## config.mk

```make
export PLATFORM = sky130hd
export DESIGN_NAME = uart_host_sequencer
export DESIGN_NICKNAME = d
export VERILOG_FILES = /design/src/rtl/uart_host_sequencer.sv
export SDC_FILE = /design/constraint.sdc
export NUM_CORES = 1
export LEC_CHECK = 0
export BUFFER_PORTS_ARGS = -buffer_cell sky130_fd_sc_hd__buf_2
export CORE_MARGIN = 3
export CORE_UTILIZATION = 52
export DETAILED_ROUTE_END_ITERATION = 8
export PLACE_DENSITY = 0.89
export SLEW_MARGIN = 40
export SYNTH_ARGS = -nofsm -noshare
export SYNTH_HDL_FRONTEND = slang
export SYNTH_SLANG_ARGS = --single-unit
```

## constraint.sdc

```tcl
create_clock -name clk -period 2.7 [get_ports clk]
set_input_delay 0.54 -clock clk [delete_from_list [all_inputs] [get_ports clk]]
set_output_delay 0.54 -clock clk [all_outputs]
set_load 0.02 [all_outputs]
```

## src/rtl/uart_host_sequencer.sv

```systemverilog
// uart_host_sequencer
//   Host-side command initiator for the TPU UART command protocol. A command
//   descriptor (opcode + 32-bit payload) is serialised into an opcode byte and
//   optional payload bytes (LSB first) for a byte-level UART transmitter. For
//   read opcodes the response bytes from a byte-level UART receiver are then
//   collected, with an inter-byte timeout.
//
// Ports
//   clk, rst            : clock, synchronous active-high reset
//   cmd_valid/cmd_ready : command handshake; accepted only in IDLE
//   cmd_op, cmd_payload : opcode (1..5 legal) and payload (ops 1 and 2)
//   tx_data/tx_valid/tx_ready : byte stream towards the UART transmitter
//   rx_data/rx_valid    : byte strobe from the UART receiver
//   rsp_valid           : one-cycle completion pulse (DONE state)
//   rsp_data            : captured response bytes, byte i at [8i+7:8i]
//   rsp_timeout         : qualifies rsp_valid, response timed out
//   rsp_error           : qualifies rsp_valid, illegal opcode
//   busy, dbg_state     : status / current state encoding
module uart_host_sequencer #(
  parameter int unsigned TIMEOUT_CYCLES = 1_000_000
) (
  input  logic        clk,
  input  logic        rst,
  input  logic        cmd_valid,
  output logic        cmd_ready,
  input  logic [2:0]  cmd_op,
  input  logic [31:0] cmd_payload,
  output logic [7:0]  tx_data,
  output logic        tx_valid,
  input  logic        tx_ready,
  input  logic [7:0]  rx_data,
  input  logic        rx_valid,
  output logic        rsp_valid,
  output logic [63:0] rsp_data,
  output logic        rsp_timeout,
  output logic        rsp_error,
  output logic        busy,
  output logic [2:0]  dbg_state
);

  localparam int unsigned TW = $clog2(TIMEOUT_CYCLES + 1);
  // The WAIT_RSP cycle in which the counter would reach TIMEOUT_CYCLES is the
  // last one; completion follows on the next edge.
  localparam logic [TW-1:0] TMR_LAST = TW'(TIMEOUT_CYCLES - 1);

  typedef enum logic [2:0] {
    S_IDLE         = 3'd0,
    S_SEND_OP      = 3'd1,
    S_SEND_PAYLOAD = 3'd2,
    S_WAIT_RSP     = 3'd3,
    S_DONE         = 3'd4
  } state_t;

  state_t        state_q, state_d;
  logic [2:0]    op_q, op_d;
  logic [31:0]   payload_q, payload_d;
  logic [3:0]    cnt_q, cnt_d;        // payload byte index / response byte count
  logic [TW-1:0] tmr_q, tmr_d;
  logic [63:0]   rsp_data_q, rsp_data_d;
  logic          timeout_q, timeout_d;
  logic          error_q, error_d;

  logic          cmd_legal;
  logic [3:0]    rsp_len;
  logic [7:0]    payload_byte;

  assign cmd_legal = (cmd_op != 3'd0) && (cmd_op != 3'd6) && (cmd_op != 3'd7);
  assign rsp_len   = (op_q == 3'd4) ? 4'd1 : 4'd8;

  always_comb begin
    payload_byte = 8'h00;
    case (cnt_q[1:0])
      2'd0:    payload_byte = payload_q[7:0];
      2'd1:    payload_byte = payload_q[15:8];
      2'd2:    payload_byte = payload_q[23:16];
      default: payload_byte = payload_q[31:24];
    endcase
  end

  always_ff @(posedge clk) begin
    if (rst) begin
      state_q    <= S_IDLE;
      op_q       <= 3'd0;
      payload_q  <= 32'd0;
      cnt_q      <= 4'd0;
      tmr_q      <= '0;
      rsp_data_q <= 64'd0;
      timeout_q  <= 1'b0;
      error_q    <= 1'b0;
    end else begin
      state_q    <= state_d;
      op_q       <= op_d;
      payload_q  <= payload_d;
      cnt_q      <= cnt_d;
      tmr_q      <= tmr_d;
      rsp_data_q <= rsp_data_d;
      timeout_q  <= timeout_d;
      error_q    <= error_d;
    end
  end

  always_comb begin
    state_d    = state_q;
    op_d       = op_q;
    payload_d  = payload_q;
    cnt_d      = cnt_q;
    tmr_d      = tmr_q;
    rsp_data_d = rsp_data_q;
    timeout_d  = timeout_q;
    error_d    = error_q;
    tx_valid   = 1'b0;
    tx_data    = 8'h00;

    case (state_q)
      S_IDLE: begin
        if (cmd_valid) begin
          op_d       = cmd_op;
          payload_d  = cmd_payload;
          rsp_data_d = 64'd0;
          timeout_d  = 1'b0;
          error_d    = !cmd_legal;
          cnt_d      = 4'd0;
          tmr_d      = '0;
          // Illegal opcodes send nothing and report straight away.
          state_d    = cmd_legal ? S_SEND_OP : S_DONE;
        end
      end

      S_SEND_OP: begin
        tx_valid = 1'b1;
        tx_data  = {5'b00000, op_q};
        if (tx_ready) begin
          cnt_d = 4'd0;
          tmr_d = '0;
          case (op_q)
            3'd1, 3'd2: state_d = S_SEND_PAYLOAD;
            3'd4, 3'd5: state_d = S_WAIT_RSP;
            default:    state_d = S_DONE;
          endcase
        end
      end

      S_SEND_PAYLOAD: begin
        tx_valid = 1'b1;
        tx_data  = payload_byte;
        if (tx_ready) begin
          cnt_d = cnt_q + 4'd1;
          if (cnt_q == 4'd3) begin
            state_d = S_DONE;
          end
        end
      end

      S_WAIT_RSP: begin
        // A byte arriving on the expiry cycle takes priority over the timeout.
        if (rx_valid) begin
          rsp_data_d[{cnt_q[2:0], 3'b000} +: 8] = rx_data;
          cnt_d = cnt_q + 4'd1;
          tmr_d = '0;
          if ((cnt_q + 4'd1) == rsp_len) begin
            state_d = S_DONE;
          end
        end else if (tmr_q == TMR_LAST) begin
          timeout_d = 1'b1;
          state_d   = S_DONE;
        end else begin
          tmr_d = tmr_q + TW'(1);
        end
      end

      S_DONE: begin
        state_d = S_IDLE;
      end

      default: begin
        state_d = S_IDLE;
      end
    endcase
  end

  assign cmd_ready   = (state_q == S_IDLE);
  assign busy        = (state_q != S_IDLE);
  assign dbg_state   = state_q;
  assign rsp_valid   = (state_q == S_DONE);
  assign rsp_timeout = rsp_valid && timeout_q;
  assign rsp_error   = rsp_valid && error_q;
  assign rsp_data    = rsp_data_q;

endmodule

```

==> results_dict.tcl <==
set metrics [dict create \
    status "finished, final reports clean" \
    synth_seq_area_share_pct 46.9 \
    cap_violations 0 \
    synthTopCellsByCount "dfxtp_1, nor2_1, nand2_1" \
    cts_buffers 17 \
    die_w_um 108 \
    cts_sinks 128 \
    path_cells "buf_4, ha_4, a222oi_1, nor2_1, a21oi_1, o21ai_0, buf_2" \
    switchingPower_mw 1.51 \
    path_clk_slew_ns 0.06 \
    final_cells 906 \
    dr_total_vias 5408 \
    timing.hold.ws_ns 0.254 \
    die_h_um 108 \
    p_clk_share_pct 42.4 \
    synth_edf_count 0 \
    wl_per_cell_um 16.9 \
    ys_warn_count 0 \
    numPortBuffers 128 \
    core-area_um2 10000 \
    max_slew_margin_pct 53.0 \
    pwr-share-seq_pct 40.0 \
    post-cts-setup-buffer-count 0 \
    drc 0 \
    overflow 0 \
    leakagePower_nw 2.77 \
    end_kind "primary output" \
    power.total_mw 5.21 \
    dp.cells 877 \
    grt_max_degree 65 \
    rsz0062_at_grt "no" \
    worstPathMaxFanout 13 \
    cpPeakStageDelay_ns 0.32 \
    synthCells 657 \
    dieArea_um2 11800 \
    hold_buffers 0 \
    skew_ns 0.00505 \
    finalHoldViolCount 0 \
    crit_family "compound AO/OA/AOI/OAI gates" \
    tightest_slew_ns 0.688 \
    grt_pass1_wl_um 24100 \
    synth.area.top_cells "dfxtp_1, a22oi_1, nor2_1" \
    max_freq_ghz 0.389 \
    num_rows 36 \
    path_buf_inv 2 \
    antenna_cells 0 \
    grt_use_total_pct 25.8 \
    synth_area_um2 5460 \
    startpoint_type "register" \
    final.fill_count 779 \
    critPathKind "register to primary output" \
    initial_utilization_pct 54.6 \
    wl_um 15300 \
    r2r_setup_slack_ns 0.31 \
    peakVddDrop_v 0.000372 \
    yosysUniqueCellTypes 57 \
    clockBufferDepth 2 \
    clkLatencyLatePin_ns 0.52 \
    cts_tree "yes" \
    p_int_mw 3.70 \
    swShare_pct 29.0 \
    period_needed_ns 2.57 \
    powerDensity_nw_per_um2 772 \
    drive_gt1_share_pct 23.4 \
    crit_required_ns 2.16 \
    avgViaCountPerCell 5.97 \
    first_global_vias 5096 \
    antenna_found_initial 0 \
    hold_class "input pin to register" \
    ant_nets 0 \
    slew_violations 0 \
    synth_top_cell_area_share_pct 46.9 \
    share_comb_of_total_power_pct 17.6 \
    fin_tns_setup_ns 0 \
    ioPinCount 129 \
    first_pass_iters 6 \
    worstPathArrival_ns 2.03 \
    drt_iter0_drc 591 \
    ys_ff_latch 128 \
    cp_slowest_cell "dfxtp_1" \
    area_delta_synth_final_pct 23.5 \
    dp_hpwl_um 10200 \
    root_buffer "clkbuf_8" \
    final_nets 817 \
    htree_levels 4 \
    synth.most_common_cell "dfxtp_1" \
    syn_nets 711 \
    synth.avg_cell_area_um2 8.31 \
    finalSetupViolations 0 \
    ys.flop_type "dfxtp_1" \
    globalplace.congestion 0.866 \
    async_reset_ff_share_pct 0 \
    yosysTopAreaCell "dfxtp_1" \
    period_share_pct 95.3 \
]
[what timing repair did]
action                                  CTS  global route
resized for setup                         6             8
pin swaps                                 0             2
endpoints found under the setup margin    8             8
gates cloned                              0             0
endpoints found under the hold margin     0             0
[routing by layer]
metal | part of all wire, % | track usage, % | up-vias
met3 | 6.8 | 5.31 | 49
met2 | 50 | 43.9 | 239
met4 | 2.9 | 11.4 | 0
met1 | 40 | 31.4 | 2565
met5 | 0 | 0 | -
li1 | - | - | 2555
[through the flow]
step / setup slack [ns] / instance area (µm²) / util [%]
after floorplan: 0.510 / 5460 / -
after global placement: 0.301 / 6130 / 61.3
after detailed placement: 0.142 / 6130 / 61.3
after CTS: 0.0322 / 6720 / 67.2
after global routing: 0.0164 / 6750 / 67.5
final: 0.128 / 6750 / 67.5
[tightest hold or removal path: stages]
cell     delay (ns)
buf_2          0.09
nand2_1        0.04
a21oi_1        0.05
[area by class of cell]
cell class	instances	area, µm²	share of cell area (%)
Sequential cell	128	2570	38.1
Clock buffer	24	490	7.27
Clock inverter	5	78.8	1.17
Tap cell	133	166	2.47
Inverter	11	41.3	0.612
Multi-Input combinational cell	471	2710	40.2
Timing Repair Buffer	134	688	10.2
[path summary, 6_finish.rpt]
kind | start | depth (start not counted) | to
hold reg to reg | payload_q[17] | 2 | payload_q[17]
hold / removal | cmd_payload[27] | 3 | payload_q[27]
setup / recovery | cnt_q[0] | 7 | tx_data[2]
setup reg to reg | cnt_q[1] | 8 | rsp_data[33]
[power groups by stage]
stage | Clock [mW] | Sequential (mW) | Combinational [mW]
2_1_floorplan | 0 | 2.09 | 0.663
3_3_place_gp | 0 | 2.11 | 0.857
3_5_place_dp | 0 | 2.12 | 0.888
4_1_cts | 2.21 | 2.08 | 0.903
5_1_grt | 2.30 | 2.10 | 1.01
6_report | 2.21 | 2.08 | 0.918
[logic make-up (layout without fill, tap and decap cells)]
kind of cell | after synthesis | count (layout) | synth area share (%)
buf+inv | 58 | 174 | 4.15
simple gates | 280 | 280 | 23.6
flops | 128 | 128 | 46.9
fa+ha+maj | 6 | 6 | 1.37
xor+xnor | 7 | 7 | 1.12
compound gates | 176 | 176 | 22.5
mux | 2 | 2 | 0.366
[cell usage in the layout, fill, tap and decap left out, types with 8 or more instances in the layout]
cell type	count
a22oi_1	61
o21ai_1	14
inv_1	9
nand3_1	15
clkbuf_16	16
nand4_1	8
a222oi_1	8
a21oi_1	55
buf_2	127
dfxtp_1	125
or3_1	10
and2_1	8
nor2_1	99
nand2_1	95
[flip-flops by register name, indices dropped and copies added, names as in the netlist]
name and cells:
payload_q 32, error_q 1, tmr_q 20, dbg_state 3
rsp_data 64, cnt_q 4, op_q 3, timeout_q 1
No activity file was read; power rests on OpenSTA's default activity.
